File: src/rtl/mem_stage_ctrl_pkg.sv
// Shared types and constants for the MEM pipeline stage controller.
package mem_stage_ctrl_pkg;

  localparam int unsigned DATA_W = 16;
  localparam int unsigned REG_W  = 3;

  typedef enum logic [1:0] {
    ST_IDLE   = 2'd0,
    ST_WAIT   = 2'd1,
    ST_HALTED = 2'd2
  } state_t;

  typedef struct packed {
    logic [DATA_W-1:0] mem_data;
    logic [DATA_W-1:0] alu_res;
    logic [REG_W-1:0]  write_reg;
    logic              mem_to_reg;
    logic              reg_write;
    logic              write_reg_valid;
    logic              halt;
  } memwb_t;

  localparam int unsigned MEMWB_W = $bits(memwb_t);

  localparam memwb_t MEMWB_BUBBLE = '0;

endpackage

File: src/rtl/dff.sv
// Codebase register cell: synchronous active-high reset to zero.
module dff #(
  parameter int unsigned WIDTH = 1
) (
  input  logic             clk,
  input  logic             rst,
  input  logic [WIDTH-1:0] d,
  output logic [WIDTH-1:0] q
);

  always_ff @(posedge clk) begin
    if (rst) begin
      q <= '0;
    end else begin
      q <= d;
    end
  end

endmodule

File: src/rtl/memwb_reg.sv
// MEM/WB output register bank; bubble_i replaces the load value with an empty slot.
module memwb_reg
  import mem_stage_ctrl_pkg::*;
(
  input  logic   clk_i,
  input  logic   rst_i,
  input  logic   bubble_i,
  input  memwb_t d_i,
  output memwb_t q_o
);

  memwb_t             memwb_d;
  logic [MEMWB_W-1:0] memwb_vec_d;
  logic [MEMWB_W-1:0] memwb_vec_q;

  always_comb begin
    memwb_d = bubble_i ? MEMWB_BUBBLE : d_i;
  end

  assign memwb_vec_d = memwb_d;

  dff #(.WIDTH(MEMWB_W)) u_memwb_q (
    .clk (clk_i),
    .rst (rst_i),
    .d   (memwb_vec_d),
    .q   (memwb_vec_q)
  );

  assign q_o = memwb_t'(memwb_vec_q);

endmodule

File: src/rtl/mem_stage_ctrl.sv
// MEM stage controller: issues data-memory accesses, stalls the pipe until
// completion, resolves jump/branch redirects and loads the MEM/WB registers.
module mem_stage_ctrl
  import mem_stage_ctrl_pkg::*;
(
  input  logic              clk,
  input  logic              rst,
  input  logic [DATA_W-1:0] aluResIn,
  input  logic [DATA_W-1:0] memWriteDataIn,
  input  logic [DATA_W-1:0] brAddrIn,
  input  logic [DATA_W-1:0] jumpAddrIn,
  input  logic [REG_W-1:0]  writeRegIn,
  input  logic              writeRegValidIn,
  input  logic              branchTakeIn,
  input  logic              JumpIn,
  input  logic              MemReadIn,
  input  logic              MemWriteIn,
  input  logic              HaltIn,
  input  logic              MemToRegIn,
  input  logic              RegWriteIn,
  output logic              memReq,
  output logic              memWr,
  output logic [DATA_W-1:0] memAddr,
  output logic [DATA_W-1:0] memWData,
  input  logic [DATA_W-1:0] memRData,
  input  logic              memDone,
  output logic              stallMem,
  output logic              redirectValid,
  output logic [DATA_W-1:0] redirectAddr,
  output logic              flushOut,
  output logic [DATA_W-1:0] memDataOut,
  output logic [DATA_W-1:0] aluResOut,
  output logic [REG_W-1:0]  writeRegOut,
  output logic              MemToRegOut,
  output logic              RegWriteOut,
  output logic              writeRegValidOut,
  output logic              HaltOut,
  output logic              errOut,
  output logic [DATA_W-1:0] stallCount
);

  state_t            state_q, state_d;
  logic              err_q, err_d;
  logic [DATA_W-1:0] stall_cnt_q, stall_cnt_d;

  logic   mem_op;
  logic   req;
  logic   stall;
  logic   complete;
  memwb_t memwb_d;
  memwb_t memwb_q;

  assign mem_op = MemReadIn | MemWriteIn;

  // Reset masks every handshake/control output so an abandoned access never leaks.
  always_comb begin
    req      = 1'b0;
    stall    = 1'b0;
    complete = 1'b0;
    if (!rst) begin
      unique case (state_q)
        ST_IDLE: begin
          req      = mem_op;
          stall    = mem_op & ~memDone;
          complete = ~stall;
        end
        ST_WAIT: begin
          req      = 1'b1;
          stall    = ~memDone;
          complete = memDone;
        end
        default: begin
          req      = 1'b0;
          stall    = 1'b0;
          complete = 1'b0;
        end
      endcase
    end
  end

  assign memReq        = req;
  assign memWr         = req & MemWriteIn;
  assign memAddr       = aluResIn;
  assign memWData      = memWriteDataIn;
  assign stallMem      = stall;
  assign redirectValid = complete & (JumpIn | branchTakeIn);
  assign redirectAddr  = JumpIn ? jumpAddrIn : brAddrIn;
  assign flushOut      = redirectValid;

  always_comb begin
    state_d = state_q;
    if (stall) begin
      state_d = ST_WAIT;
    end else if (complete) begin
      state_d = HaltIn ? ST_HALTED : ST_IDLE;
    end

    err_d = err_q | ((state_q != ST_HALTED) & MemReadIn & MemWriteIn);

    stall_cnt_d = stall_cnt_q;
    if (stall && (stall_cnt_q != '1)) begin
      stall_cnt_d = stall_cnt_q + 16'd1;
    end
  end

  always_ff @(posedge clk) begin
    if (rst) begin
      state_q     <= ST_IDLE;
      err_q       <= 1'b0;
      stall_cnt_q <= '0;
    end else begin
      state_q     <= state_d;
      err_q       <= err_d;
      stall_cnt_q <= stall_cnt_d;
    end
  end

  assign errOut     = err_q;
  assign stallCount = stall_cnt_q;

  always_comb begin
    memwb_d                 = MEMWB_BUBBLE;
    memwb_d.mem_data        = MemReadIn ? memRData : '0;
    memwb_d.alu_res         = aluResIn;
    memwb_d.write_reg       = writeRegIn;
    memwb_d.mem_to_reg      = MemToRegIn;
    memwb_d.reg_write       = RegWriteIn;
    memwb_d.write_reg_valid = writeRegValidIn;
    memwb_d.halt            = HaltIn;
  end

  memwb_reg u_memwb_reg (
    .clk_i    (clk),
    .rst_i    (rst),
    .bubble_i (~complete),
    .d_i      (memwb_d),
    .q_o      (memwb_q)
  );

  assign memDataOut       = memwb_q.mem_data;
  assign aluResOut        = memwb_q.alu_res;
  assign writeRegOut      = memwb_q.write_reg;
  assign MemToRegOut      = memwb_q.mem_to_reg;
  assign RegWriteOut      = memwb_q.reg_write;
  assign writeRegValidOut = memwb_q.write_reg_valid;
  assign HaltOut          = memwb_q.halt;

endmodule
File: config.mk
export PLATFORM = sky130hd
export DESIGN_NAME = mem_stage_ctrl
export DESIGN_NICKNAME = d
export VERILOG_FILES = /design/src/rtl/mem_stage_ctrl_pkg.sv /design/src/rtl/dff.sv /design/src/rtl/memwb_reg.sv /design/src/rtl/mem_stage_ctrl.sv
export SDC_FILE = /design/constraint.sdc
export NUM_CORES = 1
export LEC_CHECK = 0
export ABC_AREA = 0
export BUFFER_PORTS_ARGS = -buffer_cell sky130_fd_sc_hd__buf_2
export CAP_MARGIN = 10
export CELL_PAD_IN_SITES_DETAIL_PLACEMENT = 1
export CELL_PAD_IN_SITES_GLOBAL_PLACEMENT = 2
export CORE_MARGIN = 2
export CORE_UTILIZATION = 18
export CTS_CLUSTER_DIAMETER = 200
export DETAILED_ROUTE_END_ITERATION = 16
export MAX_ROUTING_LAYER = met4
export PLACE_DENSITY = 0.72
export SETUP_SLACK_MARGIN = 0.4
export SLEW_MARGIN = 20
export SYNTH_ARGS = -nofsm -noshare
export SYNTH_HDL_FRONTEND = slang
export SYNTH_SLANG_ARGS = --single-unit
export TNS_END_PERCENT = 100
File: constraint.sdc
create_clock -name clk -period 1.6 [get_ports clk]
set_input_delay 0.08 -clock clk [delete_from_list [all_inputs] [get_ports clk]]
set_output_delay 0.08 -clock clk [all_outputs]
set_load 0.03 [all_outputs]
# ---- After elaboration in Yosys (flattened, before gate mapping)
# Cells that the tools add are included.
dict set report word_totals {
  ff_bits 58
  inputBits 94
  output_inout_bits 109
}
dict set report classes {
  add_sub_neg 1
  eq_ne 3
  mux 10
  n_bitwise 12
  reduce_logical 6
}
# operator n
set ops {}
lappend ops {{16-bit by 1-bit adder with 16-bit output, second input constant} 1}
lappend ops {{16-bit 2-to-1 mux} 1}
lappend ops {{16-bit != test, second input constant} 1}
lappend ops {{1-bit one-hot mux with 2 select lines} 3}
lappend ops {{1-bit bitwise AND} 5}
lappend ops {{1-bit 2-to-1 mux} 5}
lappend ops {{1-bit inverter} 4}
lappend ops {{2-bit OR reduction} 2}
lappend ops {{1-bit OR} 3}
lappend ops {{3-bit OR reduction} 1}
lappend ops {{2-bit by 1-bit == test with 1-bit output, second input constant} 1}
lappend ops {{2-bit zero test} 1}
lappend ops {{2-bit 2-to-1 mux} 1}
lappend ops {{2-bit != test, second input constant} 1}
lappend ops {{2-bit nonzero test} 1}
lappend ops {{1-bit logical AND} 1}

# ---- Depth between registers and ports, before layout
dict set report logic_depth {
  ltp_word 7
  depth_mapped 6
}

# ---- Cells and area by module
# From an unflattened synthesis, not the netlist that was laid out.
dict set report unflattened {
  cells_unflattened 310
  hier_area_um2 2946.6
}
# module instances cells_per_inst area_each_um2 seq_area_each_um2
set modules_own_cells {}
lappend modules_own_cells {mem_stage_ctrl 1 185 1577.8 380.4}
lappend modules_own_cells {dff 1 82 1074.8 780.7}
lappend modules_own_cells {memwb_reg 1 43 294.0 0.0}

# ---- Worst setup path after synthesis
# No wires, ideal clock.
dict set report synth_timing {
  kind {register to register}
  start {register stall_cnt_q[0] (netlist: stallCount[0])}
  end {register stall_cnt_q[7] (netlist: stallCount[7])}
  setup_time_ns 0.121
  t_arrival_ns 1.801
  required_time_ns 1.479
  path_slack_ns -0.323
  stages_incl_launch_ff 7
  period_less_slack_ns 1.923
  path_cell_list {dfxtp_1 > ha_1 > nand4_1 > nor4_4 > buf_6 > nor4_2 > mux2_4}
}
dict set report synth_between {
  elab_chain_len 2
  elab_cells_between_ends 3
}
# item line_no
set synth_lines {}
lappend synth_lines {{start: declaration} mem_stage_ctrl.sv:44} ;# logic [DATA_W-1:0] stall_cnt_q, stall_cnt_d;
lappend synth_lines {{start signal: assignment} mem_stage_ctrl.sv:114} ;# stall_cnt_q <= stall_cnt_d;
lappend synth_lines {{branches (longest 2 deep; another with 16-bit by 1-bit adder with 16-bit output)} -}
# Several ways; the timed one is not identified.
# A chain may end at the register's enable or synchronous reset.

# ---- Worst setup path in the final report
dict set report layout_timing {
  start {register stall_cnt_q[0] (netlist: stallCount[0])}
  end {register stall_cnt_q[6] (netlist: stallCount[6])}
}
# The elaborated chain is that of the path after synthesis.

==> reports/qor.yml <==
timing:
  max_slew_margin_pct: 71.5
  period_needed_ps: 1630
  skew_ps: 4.44
  fmax_mhz: 612
  setup_ws_ps: -34.9
  worst_pin_slew_ps: 426
  hold_viol_final: 0
  drv_slew: 0
  rsz0062_at_grt: "true"
  finalSetupViolCount: 2
  period_share_pct: 102
outcome:
  status: "complete, but fails checks"
  violations: "negative setup slack"
route:
  num_vias: 2732
  drt_wl_total_um: 9850
  drcViolationCount: 0
  ant_nets: 0
  wl_per_cell_um: 15.0
  dr.first_iter.drc_count: 94
  dr.pass1.iters: 4
  post_drt_via_cell_ratio: 4.16
synth:
  syn-num-nets: 350
  yosysSeqAreaShare_pct: 45.6
  synth_top_cell_by_area: "dfxtp_1"
  synthArstFlopShare_pct: 0
  ys_types: 40
  synth_flop_cell: "dfxtp_1"
  netlist.area_leader.share_pct: 45.6
  yosysWarnings: 0
  ys_top_cells_by_area: "dfxtp_1 (46%), buf_4 (9.7%), mux2_2 (7.1%)"
  syn_avg_cell_area_um2: 9.99
  syn-cell-area_um2: 2550
  syn_inst: 255
  synth-seq-cells: 58
  synth_edf_count: 0
min_path:
  hold_class: "in2reg"
  hold_path_startpoint: "memRData[6]"
  hold_end: "u_memwb_reg.u_memwb_q.q[29]"
  whs_path_depth: 2
cells_and_area:
  antenna_cells: 0
  fillers: 1591
  utilization_pct: 34.3
  final_common_cell: "buf_2"
  final_cell_mix: "buf_2 (164), dfxtp_1 (40), dlygate4sd3_1 (37)"
  layout.nets: 567
  drive_gt1_share_pct: 66.9
  area_growth_pct: 86.8
grt:
  use_met1_pct: 13.6
  overflow: 0
  grt_usage_pct: 13.4
  grt_util_met3_pct: 4.61
  busiest_layer: "met2"
  grt_pass1_vias: 2941
  antenna_found_initial: 0
  grt_max_degree: 25
  met2_usage_pct: 24.0
  grt_pass1_wl_um: 14800
clocking:
  path_clk_slew_ps: 50
  clock-sinks: 58
  cts_tree: "built"
  clkLatencyLatePin_ps: 330
  h-tree-depth: 3
  root_buffer: "clkbuf_16"
  clock_path_buffers: 2
  cts_buffers: 9
power:
  power_density_nw_per_um2: 866
  leakage_nw: 2.23
  irDropWorstVdd_v: 0.000493
worst_setup_path:
  crit_fanout: 5
  crit_path_end_kind: "register"
  crit_arrival_ps: 1890
  worstSetupPathType: "reg2reg"
  worstRegToRegCells: 7
  rr_endpoint: "stallCount[6]"
  crit_required_ps: 1860
  rrSetupSlack_ps: -30
  cp-start-kind: "register"
  timing.rr.start: "stallCount[0]"
place:
  io_buffers: 170
  hpwlAfterDp_um: 6730
  post-place-ws_ps: 10.8
  place_congestion: 0.761
floorplan:
  ioPinCount: 203
  die_y_um: 123
  die_area_um2: 15100
  rows: 43
  fp.dieW_um: 123
  core_area_um2: 13900
  initial_core_util_pct: 18.4
run:
  timing.max_cap.violations: 0
layout make-up:
class | count | area [um^2] | share of cell area (%)
Multi-Input combinational cell | 148 | 1290 | 27.1
Timing Repair Buffer | 250 | 1720 | 36.1
Sequential cell | 58 | 1230 | 25.7
Clock buffer | 10 | 239 | 5.02
Tap cell | 180 | 225 | 4.73
Inverter | 5 | 22.5 | 0.473
Clock inverter | 6 | 38.8 | 0.815
worst max-delay path by stage:
| stage | depth (start not counted) | start | slack (ps) | end |
|---|---|---|---|---|
| floorplan | 6 | stallCount[1] | 10 | stallCount[7] |
| global placement | 6 | stallCount[1] | 50 | stallCount[6] |
| detailed placement | 5 | stallCount[1] | 10 | stallCount[14] |
| CTS | 6 | state_q[0] | -80 | redirectValid |
| global route | 7 | stallCount[1] | -90 | stallCount[6] |
| finish | 7 | stallCount[0] | -30 | stallCount[6] |
critical path: stages (launching register included):
cell and delay [ps]:
dfxtp_4 350, ha_4 170, nand4_1 110, nor4_4 50
buf_4 140, buf_6 120, or4_4 470, a21oi_2 140
layer usage:
layer / vias up / share of wire [%]
met5: - / 0
met4: 0 / 1.3
met3: 10 / 6.7
met2: 118 / 54
met1: 1300 / 38
li1: 1304 / -
synthesized netlist by cell type, types with 2 or more instances:
master and n:
and2_1 24, buf_4 33, inv_1 5, or4_1 8, nand3_1 2, nor2_1 6, and3_1 19, o31ai_1 9
buf_1 2, nand4_1 4, clkbuf_1 7, or3_1 4, dfxtp_1 58, nor3_1 3, nand2_1 9, nor4_2 2
a21oi_1 16, o21ai_0 4, buf_6 2, o211ai_1 2, mux2_2 16, nand4_4 2
state kept, by name (all words and copies together) (netlist names):
name                     flops
stallCount                  16
state_q                      2
errOut                       1
u_memwb_reg.u_memwb_q.q     39
through the flow:
step                power (mW)  std cells  instance area (um^2)  TNS [ps]  hold WS, ps
finish                    4.12        657                  4760     -49.4         24.8
global placement          2.13        570                  3520         0          160
CTS                       4.13        647                  4500      -248         6.65
global route              4.31        657                  4760      -529         12.2
detailed placement        2.14        570                  3520         0          160
floorplan                 1.98        255                  2660         0          202
cells by family (layout without fill, tap and decap cells):
kind of cell,after synthesis,count (layout),share of synthesized area (%)
muxes,18,18,8.10
DFF,58,58,45.6
buffers and inverters,49,271,12.7
and+or+nand+nor,94,94,24.8
AOI/OAI and AO/OA,35,35,8.39
adders and majority gates,1,1,0.491
timing repair:
item | in CTS | in global routing
gates resized for setup | 31 | 51
pin swaps | 17 | 24
cloned | 3 | 2
hold endpoints to repair | 37 | 0
hold buffers | 37 | 0
endpoints found under the setup margin | 60 | 61
setup buffers | 21 | 8
report_power, final:
group	leakage [nW]	internal [mW]	switching [mW]
sequential	0.486	1.47	0.0175
clock	0.136	1.09	0.704
combinational	1.61	0.397	0.448
total	2.23	2.95	1.17
Note: power is estimated with default switching activity, not from simulation.
